**src/rtl/hex_disp_pkg.sv**
```systemverilog
// Shared types and constants for the hex display counter path.
// Digit width and per-mode digit ceilings live here.
package hex_disp_pkg;

    localparam int DIGIT_W = 4;
    localparam logic [DIGIT_W-1:0] HEX_MAX = 4'hF;
    localparam logic [DIGIT_W-1:0] BCD_MAX = 4'h9;

    function automatic logic [DIGIT_W-1:0] digit_max(input bit bcd_mode);
        return bcd_mode ? BCD_MAX : HEX_MAX;
    endfunction

endpackage

```
**src/rtl/hex_digit_counter_digit_cell.sv**
```systemverilog
// One 4-bit up/down digit with load and carry/borrow chaining.
// adv_out fires when this digit rolls over while advancing.
module digit_cell
    import hex_disp_pkg::*;
(
    input  logic               clk,
    input  logic               rst_n,
    input  logic               load,
    input  logic [DIGIT_W-1:0] load_d,
    input  logic               adv_in,
    input  logic               up,
    input  logic [DIGIT_W-1:0] max,
    output logic [DIGIT_W-1:0] d,
    output logic               adv_out
);

    logic at_limit;

    // >= lets an out-of-range loaded digit fall back to 0 going up
    assign at_limit = up ? (d >= max) : (d == '0);
    assign adv_out  = adv_in & at_limit;

    // digit register: load beats advance, advance beats hold
    always_ff @(posedge clk) begin
        if (!rst_n) begin
            d <= '0;
        end else if (load) begin
            d <= load_d;
        end else if (adv_in) begin
            if (up) begin
                d <= at_limit ? '0 : d + 4'd1;
            end else begin
                d <= at_limit ? max : d - 4'd1;
            end
        end
    end

endmodule

```
**src/rtl/hex_digit_counter.sv**
```systemverilog
// Multi-digit up/down counter feeding the 7-segment decoders.
// Advances on a prescaled tick or a debounced-edge manual step.
module hex_digit_counter
    import hex_disp_pkg::*;
#(
    parameter int DIGITS   = 4,
    parameter int PRESCALE = 50000000,
    parameter bit BCD_MODE = 1'b0
) (
    input  logic                      clk,
    input  logic                      rst_n,
    input  logic                      en,
    input  logic                      up,
    input  logic                      step,
    input  logic                      load,
    input  logic [DIGIT_W*DIGITS-1:0] load_val,
    output logic [DIGIT_W*DIGITS-1:0] digits,
    output logic                      tick,
    output logic                      wrap_o
);

    localparam int PW = (PRESCALE > 2) ? $clog2(PRESCALE) : 1;
    localparam logic [PW-1:0] PRE_LAST = PW'(PRESCALE - 1);
    localparam logic [DIGIT_W-1:0] MAX = digit_max(BCD_MODE);

    logic [PW-1:0]   pre;
    logic            s1;
    logic            s2;
    logic            s3;
    logic            step_evt;
    logic            advance;
    logic [DIGITS:0] adv;

    // prescaler freezes with en low; tick is registered at terminal count
    always_ff @(posedge clk) begin
        if (!rst_n) begin
            pre  <= '0;
            tick <= 1'b0;
        end else begin
            tick <= en && (pre == PRE_LAST);
            if (en) begin
                pre <= (pre == PRE_LAST) ? '0 : pre + PW'(1);
            end
        end
    end

    // two-flop synchroniser plus one flop for rising-edge detect
    always_ff @(posedge clk) begin
        if (!rst_n) begin
            s1 <= 1'b0;
            s2 <= 1'b0;
            s3 <= 1'b0;
        end else begin
            s1 <= step;
            s2 <= s1;
            s3 <= s2;
        end
    end

    assign step_evt = s2 & ~s3;
    assign advance  = tick | step_evt;
    assign adv[0]   = advance;

    for (genvar i = 0; i < DIGITS; i++) begin : g_digit
        digit_cell u_cell (
            .clk     (clk),
            .rst_n   (rst_n),
            .load    (load),
            .load_d  (load_val[i*DIGIT_W +: DIGIT_W]),
            .adv_in  (adv[i]),
            .up      (up),
            .max     (MAX),
            .d       (digits[i*DIGIT_W +: DIGIT_W]),
            .adv_out (adv[i+1])
        );
    end

    // whole-count wrap, suppressed when a load overrides the advance
    always_ff @(posedge clk) begin
        if (!rst_n) begin
            wrap_o <= 1'b0;
        end else begin
            wrap_o <= !load && adv[DIGITS];
        end
    end

endmodule
```
**config.mk**
```make
export PLATFORM = sky130hd
export DESIGN_NAME = hex_digit_counter
export DESIGN_NICKNAME = d
export VERILOG_FILES = /design/src/rtl/hex_disp_pkg.sv /design/src/rtl/hex_digit_counter_digit_cell.sv /design/src/rtl/hex_digit_counter.sv
export SDC_FILE = /design/constraint.sdc
export NUM_CORES = 1
export LEC_CHECK = 0
export CAP_MARGIN = 20
export CORE_MARGIN = 5
export CORE_UTILIZATION = 49
export DETAILED_ROUTE_END_ITERATION = 16
export GPL_ROUTABILITY_DRIVEN = 0
export PLACE_DENSITY = 0.72
export SYNTH_ARGS = -nofsm -noshare
export SYNTH_HDL_FRONTEND = slang
export SYNTH_HIERARCHICAL = 1
export SYNTH_SLANG_ARGS = --single-unit
```
**constraint.sdc**
```tcl
create_clock -name clk -period 3.92 [get_ports clk]
set_input_delay 0.98 -clock clk [delete_from_list [all_inputs] [get_ports clk]]
set_output_delay 0.98 -clock clk [all_outputs]
set_load 0.01 [all_outputs]
```
# Word-level counts from Yosys, hierarchy flattened
# Cells that the tools add are included.
# word_totals
register_bits	47
output_inout_bits	18
elab_cells	67
# op_classes
n_addsub	9
n_lt_le_gt_ge	4
n_eq_ne	1
muxes	25
n_bitwise	7
n_reduce_logical	11
# ops
op	n
$mux W4	20
$add A26 B1 Y26 const B	1
$eq A26 B26 Y1 const B	1
$mux W26	1
$add A4 B1 Y4 const B	4
$ge A4 B4 Y1 const B	4
$logic_not A4 Y1	4
$sub A4 B1 Y4 const B	4
$reduce_bool A2 Y1	4
$and A1 B1 Y1	5
$mux W1	4
$logic_and A1 B1 Y1	2
$logic_not A1 Y1	1
$not A1 Y1	1
$or A1 B1 Y1	1

# Longest topological paths before layout
# Gate-level depths: netlist of the first run.
# depth
depth_word	8
depth_mapped	13

# Hierarchy
# The synthesis of the first run kept the hierarchy.
# by_module_without_submodules
mod	n_inst	cells_each	area_each_um2
digit_cell	4	61	495.5
hex_digit_counter	1	164	1472.7

# Worst setup path after synthesis of the first run
# Ideal clock, no wire load.
# synth_timing
path_type	input to register
start	input port up
end	register g_digit[3].u_cell.d[2]
setup_ns	0.122
t_arrival_ns	3.050
required_ns	3.798
slack_ns	0.749
path_stages	10
cell_sequence	clkbuf_1 -> o211ai_1 -> o211a_1 -> clkbuf_1 -> o211a_1 -> clkbuf_1 -> o211a_1 -> clkbuf_1 -> nand2_1 -> o311a_1
# synth_via
elab_chain_cells	5
elab_cells_between_ends	13
# synth_rtl
item	line_no	text
from (decl)	hex_digit_counter.sv:13	input logic up,
$mux W1	hex_digit_counter_digit_cell.sv:20	assign at_limit = up ? (d >= max) : (d == '0);
$and A1 B1 Y1	hex_digit_counter_digit_cell.sv:21	assign adv_out = adv_in & at_limit;
net adv[1]	hex_digit_counter.sv:32	logic [DIGITS:0] adv;
$and A1 B1 Y1	hex_digit_counter_digit_cell.sv:21	
net adv[2]	hex_digit_counter.sv:32	
$and A1 B1 Y1	hex_digit_counter_digit_cell.sv:21	
net adv[3]	hex_digit_counter.sv:32	
$reduce_bool A2 Y1 (no line)	n/a	
to (signal assigned)	hex_digit_counter_digit_cell.sv:28	d <= load_d;
to (signal assigned)	hex_digit_counter_digit_cell.sv:31	d <= at_limit ? '0 : d + 4'd1;
to (signal assigned)	hex_digit_counter_digit_cell.sv:33	d <= at_limit ? max : d - 4'd1;
to (decl)	hex_digit_counter_digit_cell.sv:13	output logic [DIGIT_W-1:0] d,
# The timed path passes the listed nets, and every way through them passes these cells. The select of a mux whose other input is x is not followed.
# A chain may end at the register's enable or synchronous reset.

# Worst setup path after layout of the first run
# layout_timing
start	input port up
end	register g_digit[3].u_cell.d[0]
# layout_via
elab_chain_cells	5
elab_cells_between_ends	13
# layout_rtl
item	line_no
$mux W1	hex_digit_counter_digit_cell.sv:20
$and A1 B1 Y1	hex_digit_counter_digit_cell.sv:21
$and A1 B1 Y1 (*)	hex_digit_counter_digit_cell.sv:21
net adv[2]	hex_digit_counter.sv:32
$and A1 B1 Y1 (*)	hex_digit_counter_digit_cell.sv:21
net adv[3]	hex_digit_counter.sv:32
$reduce_bool A2 Y1 (no line) (*)	n/a
# The timed path passes the listed nets; every way through them passes the cells marked *. The select of a mux whose other input is x is not followed.

==> results of run 1 <==
## synth_stat cells, types with 7 or more instances
master / count
or4_4: 8
nand2_1: 24
or4_1: 8
clkbuf_1: 9
nand4_1: 9
or3_1: 10
inv_1: 36
o21ai_0: 18
a31oi_1: 8
and2_1: 7
o31ai_1: 8
ha_1: 26
nor3b_1: 9
nand3_1: 12
xnor2_1: 10
o211ai_1: 16
dfxtp_1: 47
a21oi_1: 24
nor2_1: 24
## worst max-delay path, delay by kind of cell
family	cells	cell delay, ns
AND/OR/NAND/NOR	1	0.46
AO/OA/AOI/OAI	5	1.07
buffers and inverters	2	0.85
## area by class of cell
type	instances	area [µm²]	share of cell area
repair buffers	46	455	0.111
flip-flops and latches	47	941	0.230
well taps	96	120	0.0294
clock inverters	2	12.5	0.00306
inverters	36	135	0.0330
multi-input cells	333	2350	0.575
clock buffers	6	72.6	0.0177
## report_power, final
group / leakage, nW / switching (mW) / internal [mW]
Sequential: 0.383 / 0.0269 / 0.492
Clock: 0.0412 / 0.170 / 0.125
Combinational: 1.17 / 0.114 / 0.121
## how the worst max path moves through the flow
stage | endpoint | startpoint | slack, ns | cells after the start
final | g_digit[3].u_cell/d[0] | up | 0.80 | 8
after floorplan | g_digit[3].u_cell/d[2] | up | 0.75 | 10
after detailed placement | g_digit[3].u_cell/d[0] | up | 0.48 | 8
after global routing | g_digit[3].u_cell/d[0] | up | 0.63 | 8
after CTS | g_digit[3].u_cell/d[0] | up | 0.80 | 8
after global placement | g_digit[3].u_cell/d[0] | up | 0.56 | 8
## state kept, by name, indices dropped and copies added, names as in the netlist
signal            count
pre                  26
g_digit.u_cell/d     16
s1                    1
s2                    1
s3                    1
tick                  1
wrap_o                1
## layer usage
metal / track usage / vias to the layer above
met5: 0 / -
met3: 0.0272 / 7
met1: 0.243 / 1468
met2: 0.303 / 49
li1: - / 1620
met4: 0.0409 / 0
## through the flow
stage	setup WS, ns	hold slack [ns]	utilization	power (mW)
finish	0.804	0.447	0.599	1.05
global route	0.634	0.472	0.599	1.12
CTS	0.801	0.451	0.599	1.06
detailed placement	0.478	0.431	0.586	0.763
global placement	0.562	0.430	0.586	0.757
floorplan	0.749	0.412	-	0.680
## cell families after synthesis
family	synth area share
AO/OA/AOI/OAI	0.226
XOR/XNOR	0.0380
adder cells (fa/ha/maj)	0.0942
buffers and inverters	0.0757
flip-flops	0.272
multiplexers	0.00290
other	0.00109
AND/OR/NAND/NOR	0.289
==> results summary, run 1 <==
The routed length on met1 came out at 3700 µm. The cell sitting at the root of the clock tree is a clkbuf_8. The count of endpoints failing hold in the final timing report is 0.

The worst setup path is captured at a flop. After detailed routing, no signal wire sits above met4. By area the synthesized netlist is led by dfxtp_1 (27%), ha_1 (9.4%), inv_1 (3.9%).

The row count came out at 30. The global-route wire length before repair came out at 13,300 µm. The maximum net fanout on the critical path is 30. The via count of the first global-routing pass is 2,908.

The post-synthesis sequential area ratio is 0.272. The longest clock path from root to sink contains 2 buffers. The post-detailed-route wirelength per cell is 13.5 µm. The die footprint came out at 0.00883 mm². The H-tree generated during clock tree synthesis spans 2 levels. Synthesis produced 408 cells. In this run, synthesis produced a sequential element count of 47.

The layout-stage area growth over the synthesis result came out at 18.4%. The detailed placer's ending HPWL is 5640 µm. The transition time at the pin with the least slew margin is 1.00 ns. For this run the aggregate overflow at the end of global routing stands at 0.

The number of flops mapped to enable cells by yosys came out at 0. The type of the setup path with the least slack is input pin to flop. The width of the die is 94.0 µm.

The core outline area is 0.00683 mm². The number of cells on the worst hold path came out at 1. On the worst path, the slowest cell contributes a delay of 0.55 ns.

The startpoint of the worst-slack reg-to-reg timing path is g_digit[0].u_cell/d[0]. The tool flagged a number of max-cap violations equal to 0. Dividing the final minimum period by the clock period gives 0.795. The share of flip-flops with an asynchronous set or reset is 0. The initial antenna violation count is 0.

Once detail routing completed, the nets flagged for antenna violations numbered 0. The synthesized cell area came out at 0.00345 mm². The path class of the tightest hold or removal check is flop to flop.

The average vias per placed instance is 5.55. For this run, the leading register cell type out of synthesis is dfxtp_1. The total instance count after detailed placement came out at 558.

Setup repair after global routing left no endpoint under its margin. The power density normalized to cell area is 256 mW/mm². The net count reported at finish came out at 517.

The clock latency on the worst-skew pair is 0.30 ns. The number of hold buffers added after CTS is 0. The total I/O pin count came out at 40. The worst hold path begins at s1.

On the final layout, the worst clock skew is 0.00947 ns. Leaving out fill and tap cells, the most frequent cell in the layout is dfxtp_1. The critical path goes through clkdlybuf4s50_1 -> buf_4 -> o211ai_1 -> o211a_1 -> o211a_1 -> or4b_1 -> o211ai_1 -> o221a_1. Among all stages on the critical path, the largest delay is contributed by clkdlybuf4s50_1. The top cell types in the final layout, fill and taps aside, are dfxtp_1 (47), clkdlybuf4s50_1 (39), inv_1 (36). The repair_antennas step left the layout with diodes totalling 0. The flow ran to the end, and the final reports show no timing, DRC or antenna violations. The number of gates resized after CTS was 0.

The starting density of the core came out at 0.506. The first detailed-routing pass took 4 iterations. After detailed routing, the met2 layer carries 3640 µm of wire. The peak supply drop is 199 µV.

The headroom to the max-slew limit came out at 0.329. The number of pins with negative max-slew slack in the final report came out at 0. A synthesized cell averages 8.47 µm². The minimum setup slack among reg-to-reg paths came out at 1.16 ns. The total global routing track utilization is 0.180. The cell count of the worst reg-to-reg path came out at 10.

The total of buffers placed on input and output ports is 39. Based on the critical path, the design can be clocked at up to 321 MHz. Of the post-synthesis cell area, the dominant cell type holds 0.272. Data arrives at the worst endpoint at 3.36 ns. The count of unresolved DRC violations after routing came out at 0.

The CTS clock-pin slew for the worst setup and hold paths is 0.10 ns. Once the clock tree was built, the setup fixing pass inserted 0 buffers. The share of layout cells above drive strength 1 came out at 0.0936. The final count of negative-setup-slack endpoints is 0.

The total number of vias came out at 3,144. The total met3 wirelength after detailed routing came out at 226 µm. The pin count of the biggest net entering global routing is 31. The violation count after the first detailed-routing iteration came out at 125. The leakage power summed over all cells came out at 1.60 nW. The number of CTS-inserted buffers is 5. TritonCTS built the clock tree. The detailed-route wire length came out at 7650 µm.

The endpoint required time on the critical path came out at 4.17 ns. The area after detailed placement came out at 0.00401 mm². The number of warning messages in the yosys log came out at 6. After routing the design area is 0.00409 mm². The die is 94.0 µm tall.

The sum of negative setup slack came out at 0 ns. Yosys mapped the design onto 49 distinct sky130hd cell types. The path with the worst hold slack has its endpoint at s2. The layout filler cell count is 643.

The final critical delay including setup and external delays is 3.12 ns. The clock net in this run drives a total of 47 sinks. The final instance count without filler cells is 566. In this run the critical register-to-register path is captured at g_digit[3].u_cell/d[0].

The biggest area contributor in the post-synthesis netlist is dfxtp_1. The worst setup path is launched from an input pin.
Note: power is estimated with default switching activity, not from simulation.
==> run 2: changes to the inputs <==
--- a/config.mk
+++ b/config.mk
@@ -10,7 +10,7 @@
 export CORE_UTILIZATION = 49
 export DETAILED_ROUTE_END_ITERATION = 16
 export GPL_ROUTABILITY_DRIVEN = 0
-export PLACE_DENSITY = 0.72
+export PLACE_DENSITY = 0.75
 export SYNTH_ARGS = -nofsm -noshare
 export SYNTH_HDL_FRONTEND = slang
 export SYNTH_HIERARCHICAL = 1
==> constraint.sdc (replaced) <==
create_clock -name clk -period 2.5 [get_ports clk]
set_input_delay 0.625 -clock clk [delete_from_list [all_inputs] [get_ports clk]]
set_output_delay 0.625 -clock clk [all_outputs]
set_load 0.01 [all_outputs]
==> results summary, run 2 (same netlist as run 1, synthesis figures left out) <==
The first global-routing pass estimated 13,500 µm of wire. Setup repair after global routing left no endpoint under its margin. The violation count after the first detailed-routing iteration came out at 142. The worst hold path begins at s1. Buffers placed on the I/O ports in this run total 39. The layout-stage area growth over the synthesis result is 22.7%. The minimum setup slack among reg-to-reg paths came out at 0.19 ns. The root buffer cell chosen for the clock tree is clkbuf_8. The worst register-to-register path begins at g_digit[0].u_cell/d[0]. The final critical delay including setup and external delays is 2.31 ns. Traced cell by cell, the critical path runs through inv_4 -> ha_1 -> nor3b_4 -> o211a_1 -> o211a_1 -> o211a_1 -> or4b_1 -> o211ai_1 -> o221a_1. The average vias per placed instance came out at 5.58. Entering global routing, the biggest net connects 30 pins. No sink is reached through more buffers than the 2 on the longest clock path. Counting flops per register, the top entry is pre. The initial antenna violation count came to 0. Clock latency on the worst-skew pair, taken at its later pin, is 0.30 ns. Across every metal layer, demand over resource in global routing totals 0.184. The library cell used most frequently in the layout, excluding fill and tap cells, is dfxtp_1. After detailed placement, the design holds a cell count of 574. The via count of the first global-routing pass is 3,101. The width of the die is 94.0 µm. The post-detailed-route wirelength per cell is 13.5 µm. The count of endpoints failing hold in the final timing report is 0. The maximum achievable frequency is 432 MHz. The CTS clock-pin slew for the worst setup and hold paths came out at 0.10 ns. The final instance count without filler cells came out at 582. The net count reported at finish came out at 533. The row count came out at 30. The total overflow left after global routing is 0. The library cells used most frequently in the layout, excluding fill and tap cells, are dfxtp_1 (45), clkdlybuf4s50_1 (39), inv_1 (35). The post-route antenna net violation count is 0.

The share of layout cells above drive strength 1 came out at 0.134. The leakage power summed over all cells is 1.69 nW. The met2 demand-to-capacity share in global routing came out at 0.329. STA classifies the critical path startpoint as a flop. The number of cells on the worst hold path is 1. The buffer count from post-CTS setup fixing is 0.

The power density normalized to cell area came out at 397 mW/mm². The number of hold buffers added after CTS is 0. The setup slack after layout is 0.187 ns. In this run, post-CTS repair resized a total of 0 instances. The worst clock skew came out at 0.00695 ns. The number of buffer and inverter instances along the worst setup path is 1. Before antenna repair, the detailed router went through 4 iterations. The core outline area came out at 0.00683 mm². The cell count of the worst reg-to-reg path came out at 9. The H-tree depth reported by CTS came out at 2. The die footprint came out at 0.00883 mm². STA puts the critical path data arrival time at 2.56 ns. In the final layout, the registers with the most flip-flops are pre: 26 flops, g_digit.u_cell/d: 16 flops. The starting density of the core came out at 0.506. The critical path is of the flop to flop type. The worst register-to-register path ends at g_digit[3].u_cell/d[0]. The maximum net fanout on the critical path came out at 6. The die span in y came out at 94.0 µm. In the global route stage, met1 resource usage came out at 0.222. The total number of vias is 3,246. The run finished with clean final reports.

The delay of the slowest cell on the worst path is 0.43 ns. The cell at the slowest stage of the critical path is or4b_1. The most frequent cell on the critical path is o211a_1. The endpoint required time on the critical path is 2.75 ns. The portion of the clock cycle consumed by the worst path in the final layout is 0.925.

The kind of cell adding the most delay to the critical path is compound AO/OA/AOI/OAI gates. The TritonCTS clock tree is yes. met2 is the most crowded layer.

The worst hold path belongs to the class flop to flop. For met3 alone, demand over resource in global routing was 0.0304. Max-cap violations in this run came to 0.

The number of stages on the worst setup path is 9. For hold timing, the worst endpoint is s2. For this run, design rule violations remaining after detail routing come to 0. STA classifies the critical path endpoint as a flop.

The number of flip-flops under the largest register name is 26. Adding up every negative setup slack in the final design gives 0 ns. The number of sinks driven by the clock tree came out at 47.

The number of pins with negative max-slew slack in the final report came out at 0. The total I/O pin count is 40. At the end of the flow the core is filled with cells to 0.621. The detailed placer's ending HPWL is 5830 µm. Setup violations remaining at the end of the flow were counted as 0. The post-place setup slack came out at -0.139 ns.

The detailed-route wire length is 7880 µm. The peak supply drop is 251 µV. The total inserted antenna cells came out at 0. The number of CTS-inserted buffers is 5.
[run 2: worst max-delay path by stage]
stage / start / end / slack, ns
finish: g_digit[0].u_cell/d[0] / g_digit[3].u_cell/d[0] / 0.19
global route: g_digit[0].u_cell/d[0] / g_digit[3].u_cell/d[0] / 0.04
CTS: g_digit[0].u_cell/d[0] / g_digit[3].u_cell/d[0] / 0.12
detailed placement: up / g_digit[3].u_cell/d[0] / -0.14
global placement: up / g_digit[3].u_cell/d[0] / -0.09
floorplan: g_digit[0].u_cell/d[0] / g_digit[3].u_cell/d[0] / 0.003
[run 2: per-layer routing]
layer	part of all wire	wire [µm]	up-vias
met2	0.49	3820	61
met4	0.015	119	0
met3	0.037	294	13
li1	-	-	1651
met5	0	0	-
met1	0.46	3650	1521
[run 2: layout make-up]
class                   count  area [µm²]
inverters                  36         138
fillers                   636        2590
clock inverters             3        18.8
repair buffers             62         576
clock buffers               5        68.8
multi-input cells         333        2370
flip-flops and latches     47         946
well taps                  96         120
[run 2: report_power, final]
| part | switching (mW) | leakage, nW | internal [mW] |
|---|---|---|---|
| clock | 0.278 | 0.0483 | 0.198 |
| sequential | 0.0356 | 0.384 | 0.771 |
| combinational | 0.194 | 1.25 | 0.209 |
[run 2: worst register-to-register path, cell delays in order, from the launching register on]
cell and delay [ns]:
dfxtp_4 0.38, inv_4 0.08, ha_1 0.22, nor3b_4 0.33, o211a_1 0.21, o211a_1 0.16, o211a_1 0.16, or4b_1 0.43
o211ai_1 0.09, o221a_1 0.18
[run 2: metrics by stage]
step / hold slack (ns) / cell area (µm²) / total power [mW]
4_1_cts: 0.447 / 4230 / 1.70
5_1_grt: 0.488 / 4240 / 1.79
3_3_place_gp: 0.423 / 4150 / 1.21
6_report: 0.443 / 4240 / 1.68
3_5_place_dp: 0.423 / 4150 / 1.22
2_1_floorplan: 0.412 / 3600 / 1.07
==> run 3: changes to the inputs <==
==> constraint.sdc (replaced) <==
create_clock -name clk -period 1.9 [get_ports clk]
set_input_delay 0.475 -clock clk [delete_from_list [all_inputs] [get_ports clk]]
set_output_delay 0.475 -clock clk [all_outputs]
set_load 0.01 [all_outputs]
==> results summary, run 3 (same netlist as run 1, synthesis figures left out) <==
The final route contains 3,440 vias. The most frequent cell on the critical path is o211a_1. The core region is 0.00683 mm². The critical path goes through inv_4 -> ha_4 -> nor3b_1 -> o211ai_1 -> o211a_1 -> o211a_1 -> o211a_1 -> buf_4 -> buf_6 -> buf_6 -> nand4b_1 -> o211ai_1 -> o221a_1.

Dividing the detail-routed wire length by the instance count gives 14.0 µm. The final instance count without filler cells is 624. The count of endpoints failing hold in the final timing report came out at 0. At the end of the flow the core is filled with cells to 0.691. The detailed placer's ending HPWL came out at 6290 µm. The library cells used most frequently in the layout, excluding fill and tap cells, are buf_4 (57), clkdlybuf4s50_1 (37), inv_1 (34).

The global-route wire length before repair came out at 14,800 µm. Setup repair after global routing could not meet its margin everywhere. The total inserted antenna cells is 0. The setup slack after layout is -0.391 ns.

The row count is 30. CTS built an H-tree with a depth of 2. The maximum net fanout on the critical path is 5. The maximum achievable frequency is 436 MHz. The type of the setup path with the least slack is flop to flop. The total instance count after detailed placement came out at 607.

From synthesis to final layout, the design area changed by 36.6%. In the routed design, unresolved DRC markers number 0. The maximum root-to-sink buffer count is 2.

For this design the top-level I/O count stands at 40. The most common library cell in the layout ignoring fill and taps is buf_4. The worst setup path is launched from a flop.

The initial antenna violation count was 0. Entering global routing, the biggest net connects 30 pins. The number of sinks driven by the clock tree is 47. The endpoint required time on the critical path came out at 2.10 ns. On the final layout, the worst clock skew is 0.0103 ns. Across every metal layer, demand over resource in global routing totals 0.202.

The cell count of the worst reg-to-reg path came out at 13. In this run the critical register-to-register path is captured at g_digit[3].u_cell/d[0]. The minimum setup slack among reg-to-reg paths came out at -0.39 ns. Data arrives at the worst endpoint at 2.49 ns. The number of pins with negative max-slew slack in the final report is 0. The final reports fail on setup timing. Summed over all cells, the static leakage comes to 1.94 nW. The number of CTS-inserted buffers is 5. For this run, the post-layout net count is 575. Counting instances, the worst hold path has a depth of 1. The detailed-route wire length is 8730 µm.

The worst hold path belongs to the class flop to flop. The width of the die is 94.0 µm. The violation count after the first detailed-routing iteration came out at 158. After layout, the minimum clock period comes to 2.29 ns. The via count of the first global-routing pass came to 3,312. The CTS clock-pin slew for the worst setup and hold paths came out at 0.09 ns.

VDD sags by at most 345 µV. The tool flagged a number of max-cap violations equal to 0. The largest register by flop count is pre. The flow ran to the end, but the final reports show violations.

The number of hold buffers added after CTS came out at 0. Dividing the detail-routed via count by the number of cells gives 5.51. The worst setup path is captured at a flop. The number of flip-flops under the largest register name is 26. The largest registers in the layout are pre: 26 flops, g_digit.u_cell/d: 16 flops. The total of buffers placed on input and output ports is 39. The starting density of the core is 0.506. On the worst path, the slowest cell contributes a delay of 0.36 ns. The die span in y is 94.0 µm. The end of the worst hold path is s2.

The sum of negative setup slack is -2.39 ns. In the final layout, the share of cells above drive strength 1 is 0.259. TritonCTS built the clock tree. Setup violations remaining at the end of the flow were counted as 12. The startpoint of the worst-slack reg-to-reg timing path is g_digit[0].u_cell/d[0].

The total iterations of the first detailed-routing run is 4. In this run the clock root is driven by a clkbuf_8. The worst hold path begins at s1.

For this design, the slowest cell found on the critical path is dfxtp_4. The die footprint is 0.00883 mm². After global routing the overflow that remains totals 0. For this design the ratio of total power to cell area is 493 mW/mm². The post-route antenna net violation count is 0. The later pin in the worst-skew pair is clocked with a latency of 0.31 ns. The portion of the clock cycle consumed by the worst path in the final layout came out at 1.21.
==> run 3: cell types whose count changed in the layout (fill, tap and decap cells not counted), moves of 3 or more <==
cell     delta
buf_4      +35
buf_6       +4
dfxtp_1    -14
dfxtp_2    +12
ha_1        -3
nor3b_1     -4
nor3b_2     +5
==> run 3: metrics by stage <==
stage / hold WS, ns / instance area (µm²) / power (mW) / setup slack, ns
4_1_cts: 0.449 / 4610 / 2.32 / -0.298
3_3_place_gp: 0.428 / 4450 / 1.65 / -0.535
6_report: 0.444 / 4720 / 2.32 / -0.391
2_1_floorplan: 0.412 / 3650 / 1.41 / -0.493
5_1_grt: 0.502 / 4720 / 2.46 / -0.512
3_5_place_dp: 0.425 / 4450 / 1.67 / -0.560
==> run 3: worst max-delay path, delay by kind of cell (launching register included) <==
kind	cells	cell delay, ns
compound gates	6	0.85
flops	1	0.36
fa+ha+maj	1	0.20
buf+inv	4	0.44
simple gates	2	0.33
==> run 3: layout make-up <==
| class | instances | area [µm²] |
|---|---|---|
| multi-input cells | 334 | 2480 |
| fillers | 549 | 2110 |
| flip-flops and latches | 47 | 968 |
| repair buffers | 103 | 925 |
| inverters | 36 | 138 |
| well taps | 96 | 120 |
| clock buffers | 5 | 68.8 |
| clock inverters | 3 | 22.5 |
==> run 3: timing repair <==
| item | in CTS | in global routing |
|---|---|---|
| gates resized for setup | 11 | 25 |
| setup buffers | 2 | 4 |
| gates cloned | 3 | 0 |
| pin swaps | 4 | 9 |
| setup endpoints to repair | 37 | 40 |
==> run 3: worst max path at each step <==
stage,endpoint,cells after the start,slack [ns],startpoint
floorplan,g_digit[3].u_cell/d[0],11,-0.49,g_digit[0].u_cell/d[3]
CTS,g_digit[3].u_cell/d[0],10,-0.30,g_digit[0].u_cell/d[0]
global route,g_digit[3].u_cell/d[0],13,-0.51,g_digit[0].u_cell/d[0]
finish,g_digit[3].u_cell/d[0],13,-0.39,g_digit[0].u_cell/d[0]
detailed placement,g_digit[3].u_cell/d[0],8,-0.56,up
global placement,g_digit[3].u_cell/d[0],8,-0.54,up
==> run 3: power by group <==
group	internal, mW	switching (mW)
Sequential	1.02	0.0305
Clock	0.264	0.376
Combinational	0.337	0.300
==> run 3: metal layers <==
| layer | up-vias | share of wire | global-route usage |
|---|---|---|---|
| met1 | 1623 | 0.44 | 0.246 |
| met3 | 15 | 0.032 | 0.0272 |
| met2 | 56 | 0.51 | 0.362 |
| met4 | 0 | 0.020 | 0.0686 |
| met5 | - | 0 | 0 |
| li1 | 1746 | - | - |
